==> config.mk <==
export PLATFORM = sky130hd
export DESIGN_NAME = cabac_byte_feeder
export DESIGN_NICKNAME = d
export VERILOG_FILES = /design/src/rtl/cabac_byte_feeder.sv
export SDC_FILE = /design/constraint.sdc
export NUM_CORES = 1
export LEC_CHECK = 0
export CAP_MARGIN = 20
export CORE_UTILIZATION = 64
export CTS_BUF_LIST = sky130_fd_sc_hd__clkbuf_4
export DETAILED_ROUTE_END_ITERATION = 12
export PLACE_DENSITY = 0.92
export SLEW_MARGIN = 20
export SYNTH_ARGS = -nofsm -noshare
export SYNTH_HDL_FRONTEND = slang
export SYNTH_SLANG_ARGS = --single-unit
==> constraint.sdc <==
create_clock -name clk -period 5.8 [get_ports clk]
set_input_delay 1.74 -clock clk [delete_from_list [all_inputs] [get_ports clk]]
set_output_delay 1.74 -clock clk [all_outputs]
set_load 0.01 [all_outputs]
==> src/rtl/cabac_byte_feeder.sv <==
// cabac_byte_feeder: unpacks 32-bit big-endian stream words into a byte FIFO
// and hands the head byte to the CABAC bin decoders one byte per consuming step.
//
// Ports:
//   clk, rst_n          clock, async active-low reset
//   flush               sync clear of FIFO, counter and underflow (slice start)
//   word_in/word_bytes  stream word, 1..4 valid bytes MSB-aligned
//   word_valid/ready    word handshake; ready depends on registered occupancy only
//   read_byte           head byte (00 when empty), byte_avail = FIFO non-empty
//   request_byte        decoder step needs a byte
//   bin_step            decoder commits a step this cycle
//   consumed_cnt        bytes popped since reset/flush
//   underflow           sticky, set when a pop is requested on an empty FIFO

module cabac_byte_feeder #(
    parameter int DEPTH = 8,
    parameter int CNT_W = 32
) (
    input  logic             clk,
    input  logic             rst_n,
    input  logic             flush,
    input  logic [31:0]      word_in,
    input  logic [2:0]       word_bytes,
    input  logic             word_valid,
    output logic             word_ready,
    output logic [7:0]       read_byte,
    output logic             byte_avail,
    input  logic             request_byte,
    input  logic             bin_step,
    output logic [CNT_W-1:0] consumed_cnt,
    output logic             underflow
);

    localparam int AW = $clog2(DEPTH);
    localparam int OW = AW + 1;

    logic [7:0]    mem [DEPTH];
    logic [AW-1:0] rd_ptr;
    logic [AW-1:0] wr_ptr;
    logic [OW-1:0] occ;

    logic          push;
    logic          pop_req;
    logic          pop;
    logic [2:0]    n_bytes;
    logic [OW-1:0] occ_nxt;

    // Four free slots are needed before a whole word can be accepted.
    assign word_ready = (occ <= OW'(DEPTH - 4));
    assign byte_avail = (occ != '0);
    assign read_byte  = byte_avail ? mem[rd_ptr] : 8'h00;

    assign push    = word_valid & word_ready;
    assign pop_req = bin_step & request_byte;
    assign pop     = pop_req & byte_avail;
    assign n_bytes = (word_bytes > 3'd4) ? 3'd4 : word_bytes;

    always_comb begin
        occ_nxt = occ;
        if (push)
            occ_nxt = occ_nxt + OW'(n_bytes);
        if (pop)
            occ_nxt = occ_nxt - OW'(1);
    end

    // Byte storage carries no reset; occupancy alone decides what is valid.
    always_ff @(posedge clk) begin
        if (push && !flush) begin
            for (int i = 0; i < 4; i++) begin
                if (3'(i) < n_bytes)
                    mem[wr_ptr + AW'(i)] <= word_in[31 - 8*i -: 8];
            end
        end
    end

    always_ff @(posedge clk or negedge rst_n) begin
        if (!rst_n) begin
            rd_ptr       <= '0;
            wr_ptr       <= '0;
            occ          <= '0;
            consumed_cnt <= '0;
            underflow    <= 1'b0;
        end else if (flush) begin
            rd_ptr       <= '0;
            wr_ptr       <= '0;
            occ          <= '0;
            consumed_cnt <= '0;
            underflow    <= 1'b0;
        end else begin
            occ <= occ_nxt;
            if (push)
                wr_ptr <= wr_ptr + AW'(n_bytes);
            if (pop) begin
                rd_ptr       <= rd_ptr + AW'(1);
                consumed_cnt <= consumed_cnt + CNT_W'(1);
            end
            if (pop_req && !byte_avail)
                underflow <= 1'b1;
        end
    end

endmodule

# == Word level (Yosys, flattened, before mapping) ==
# Memory sizes are Yosys's and may differ from the RTL's.
# Index checks and enable logic that the tools add are counted.
# word_totals
ff_bits,43
latchBits,0
ramBits,64
mem_bits_ro,0
in_bits,41
out_inout_bits,43
elab_cells,56
n_memories,1
# mem_list
name,depth,word_bits,rd,rd_ports_with_merged_regs,write_ports,line_no,rtl
mem,8,8,1,0,4,37,logic [7:0] mem [DEPTH];
# op_classes
add_sub_neg,8
multipliers,0
div,0
n_lt_le_gt_ge,6
eq_ne,0
shift,0
muxes,25
bitwise_logic,3
n_reduce_logical,8
# op_table
operator,count
32-bit two-way mux,2
"32-bit by 1-bit adder with 32-bit output, second input constant",1
3-bit two-way mux,5
1-bit two-way mux,14
4-bit two-way mux,3
8-bit two-way mux,1
"3-bit by 1-bit adder with 3-bit output, second input constant",2
"3-bit by 2-bit adder with 3-bit output, second input constant",2
"1-bit by 3-bit < comparator with 1-bit output, first input constant",2
"2-bit by 3-bit < comparator with 1-bit output, first input constant",2
2-bit nonzero test,3
4-bit by 3-bit adder with 4-bit output,1
"4-bit by 3-bit <= comparator with 1-bit output, second input constant",1
4-bit nonzero test,1
"4-bit by 1-bit subtractor with 4-bit output, second input constant",1
3-bit adder,1
1-bit bitwise AND,3
"3-bit > comparator, second input constant",1
1-bit logical AND,2
1-bit zero test,2

# == Depth between registers and ports, before layout ==
# logic_depth
word_depth,7
ltp_mapped,9
ltp_nobuf,8

# == Worst setup path before layout ==
# Ideal clock, no wire load.
# synth_path
kind,input port to flip-flop
startpoint,input port word_bytes[2]
endpoint,"memory mem[6][0], enable pin"
setup_ns,0.384
arrival_time_ns,3.205
t_required_ns,5.416
slack_ns,2.211
path_stages,6
path_buffers,1
path_cell_list,buf_2 -> nor2_2 -> nor3_4 -> nand2_1 -> o21a_1 -> o21ai_0
# synth_lines
item,line_no,rtl
start: declaration,23,"input logic [2:0] word_bytes,"
end: declaration,37,

# == Worst setup path after layout ==
# layout_path
startpoint,register rd_ptr[0]
endpoint,output port read_byte[4]
# layout_between
elab_chain_cells,2
# layout_lines
item,line_no,rtl
start: declaration,38,logic [AW-1:0] rd_ptr;
start signal: assignment,94,rd_ptr <= rd_ptr + AW'(1);
memory read 8 x 8 bit,-,
8-bit two-way mux,51,assign read_byte = byte_avail ? mem[rd_ptr] : 8'h00;
end: declaration,26,"output logic [7:0] read_byte,"
# No other way between the ends.

==> flow_metrics.py <==
metrics = {
    "detailed_routing": {
        "routed_wl_um": 25900,
        "vias": 7120,
        "route.detailed.vias_per_inst": 7.27,
        "first_iter_violations": 1408,
        "wl_per_cell_um": 26.4,
        "detail-route-antenna-nets": 0,
        "firstDrtPassIters": 7,
        "drcViolationCount": 0,
    },
    "timing": {
        "period_share_pct": 82.6,
        "setup_viol": 0,
        "worstMarginPinSlew_ps": 1130,
        "holdWs_ps": 540,
        "finalHoldViolCount": 0,
        "rsz0062_at_grt": "no",
        "maxSlewHeadroom_pct": 23.4,
        "max_freq_mhz": 209,
        "final.setup.tns_ps": 0,
        "skew_ps": 23.3,
        "finalCriticalPeriod_ps": 4790,
        "drv_slew": 0,
    },
    "final_layout": {
        "syn_to_final_growth_pct": 12.2,
        "fin_util_pct": 73.5,
        "drive_above_1_share_pct": 8.60,
        "fin_area_um2": 8360,
        "layout.nets": 884,
        "antenna_cells": 0,
    },
    "clock_network": {
        "clock_sinks": 107,
        "clk_latency_ps": 500,
        "cts_tree": "done",
        "root_buffer": "clkbuf_4",
        "clkTransAtPathRegs_ps": 190,
        "htreeDepth": 3,
        "cts_buffers": 9,
        "cts_hold_buf": 0,
        "clk_path_buf_depth": 2,
        "post_cts_resized": 0,
        "postCtsSetupBuffers": 0,
    },
    "grt": {
        "grt_usage_pct": 44.5,
        "grt_pass1_vias": 6227,
        "antenna_found_initial": 1,
        "grt_max_degree": 48,
        "overflow": 0,
        "grt_pass1_wl_um": 38500,
    },
    "logic_synthesis": {
        "ys_seq_elements": 107,
        "ys_seq_area_share_pct": 40.3,
        "netlist_area_um2": 7450,
        "synth_cell_types": 63,
        "synth_area_leaders": "edfxtp_1 (26%), dfrtp_1 (14%), nor2_1 (5.7%)",
        "synth_commonest_cells": "nor2_1 (114), nand2_1 (102), edfxtp_1 (64)",
        "synthCells": 796,
        "synth-compound-area-share_pct": 16.1,
        "synth_top_family_by_area": "simple AND/OR/NAND/NOR gates",
        "async_flop_share_pct": 40.2,
        "avgSynthCellArea_um2": 9.36,
        "synth-edff-count": 64,
        "yosys.area_share.adder_pct": 2.05,
        "yosys.area.top_type_share_pct": 25.8,
        "muxShareOfSynthArea_pct": 6.75,
        "yosys.area_share.simple_pct": 25.4,
        "synth_most_common_cell": "nor2_1",
        "ys.warnings.count": 0,
        "synth_ff_type": "edfxtp_1",
        "netlist.top_cell.by_area": "edfxtp_1",
        "synth_xor_area_share_pct": 4.70,
        "synthesis.nets": 848,
    },
    "die": {
        "core-area_um2": 11400,
        "die-area_um2": 12100,
        "fp-row-count": 39,
        "initial_utilization_pct": 65.5,
        "fp.dieW_um": 110,
        "dieHeight_um": 110,
        "ioPinCount": 84,
    },
    "outcome": {
        "status": "finished, final reports clean",
    },
    "critical_path": {
        "cp_max_fo": 16,
        "max_stage_delay_ps": 980,
        "cp_cell_sequence": "buf_4 > mux4_2 > mux2i_1 > nor2_1 > clkdlybuf4s50_1",
        "worst-setup-path-type": "flip-flop to output port",
        "critPathArrivalTime_ps": 3050,
        "cp-end-kind": "output port",
        "path_delay_family": "flip-flops",
        "worstPathRequired_ps": 4060,
        "start_kind": "flip-flop",
        "cp_num_buf_inv": 2,
        "crit_slowest_cell": "dfrtp_1",
    },
    "placed_design": {
        "port_buffers": 83,
        "place_congestion": 1.03,
        "hpwlAfterDp_um": 19100,
        "placed_area_um2": 8180,
    },
    "pwr": {
        "power.total_w": 0.00237,
        "powerDensity_nw_per_um2": 283,
        "power.leakage_nw": 2.95,
        "vdd_drop_max_mv": 0.400,
    },
    "run": {
        "cap_violations": 0,
    },
    "min_path": {
        "hold_path_class": "flip-flop to flip-flop",
    },
}
## stage by stage
step | setup WS, ps | instances
finish | 1010 | 980
global route | 782 | 980
CTS | 946 | 980
detailed placement | 1360 | 964
global placement | 1410 | 964
floorplan | 2210 | 796
## area by class of cell
type,instances,area [um^2]
Fill cell,795,3010
Tap cell,143,179
Clock inverter,7,103
Multi-Input combinational cell,616,4100
Sequential cell,107,3000
Timing Repair Buffer,91,883
Clock buffer,9,67.6
Inverter,7,26.3
## where the power goes
part           leakage (nW)  total (W)  internal, W  switching, W
Clock                0.0905   0.000446     0.000148      0.000299
Sequential             1.18   0.000985     0.000892     0.0000933
Combinational          1.68   0.000934     0.000376      0.000559
Total                  2.95    0.00237      0.00141      0.000951
## kinds of logic (layout without fill, tap and decap cells)
group | after synthesis | after routing
AND/OR/NAND/NOR | 367 | 367
adder cells (fa/ha/maj) | 11 | 11
buffers and inverters | 73 | 114
XOR/XNOR | 40 | 40
AO/OA/AOI/OAI | 168 | 168
multiplexers | 30 | 30
flip-flops | 107 | 107
## path summary, 6_finish.rpt
path                            from          endpoint  slack [ps]  cells after the start
setup / recovery           rd_ptr[0]      read_byte[4]        1010                      5
hold / removal             underflow         underflow         540                      2
setup reg to reg           wr_ptr[0]         mem[0][1]        2170                      6
hold reg to reg            underflow         underflow         540                      2
max in group asynchronous      rst_n   consumed_cnt[1]        4200                      1
min in group asynchronous      rst_n  consumed_cnt[24]        1190                      1
## worst register-to-register path, cell delays in order, from the launching register on
cell and delay, ps:
dfrtp_1 820, inv_1 180, ha_1 560, and3b_1 230, and2_1 420, nand3_1 460
o211ai_1 600
## sequential cells by signal, summed over array words and instances (netlist names)
signal and count:
occ 4, consumed_cnt 32, underflow 1, rd_ptr 3, wr_ptr 3, mem 64
## cell usage in the layout, fill, tap and decap left out, types with 3 or more instances in the layout
cell type / synthesis / layout
nand2_2: 5 / 5
xor2_1: 24 / 24
mux4_2: 16 / 16
nor2b_1: 4 / 4
and3_1: 34 / 34
mux2i_1: 12 / 12
dfrtp_1: 43 / 43
or3_1: 6 / 6
nor3_1: 16 / 15
ha_1: 9 / 9
o21ai_1: 24 / 24
a211oi_1: 29 / 29
clkbuf_4: 0 / 9
o21ai_0: 10 / 10
buf_4: 9 / 9
xnor2_1: 16 / 16
o31ai_1: 48 / 48
and2_1: 3 / 3
nor4_1: 4 / 4
nor3_4: 3 / 3
nor2_1: 114 / 114
nand2_1: 102 / 102
edfxtp_1: 64 / 64
a221oi_1: 34 / 34
a21oi_1: 12 / 12
and4_1: 3 / 3
clkdlybuf4s50_1: 0 / 81
inv_1: 6 / 6
nor4_4: 4 / 4
nand3_1: 26 / 26
nor2_4: 4 / 4
nand4_1: 21 / 21
## metal layers
layer | up-vias | part of all wire (%) | routed length, um | track usage (%)
met5 | - | 0 | 0 | 0
met4 | 0 | 4.2 | 1090 | 14.7
met3 | 108 | 14 | 3610 | 15.6
met2 | 578 | 44 | 11500 | 66.0
met1 | 3393 | 38 | 9720 | 60.4
li1 | 3041 | - | - | -
Note: power is estimated with default switching activity, not from simulation.
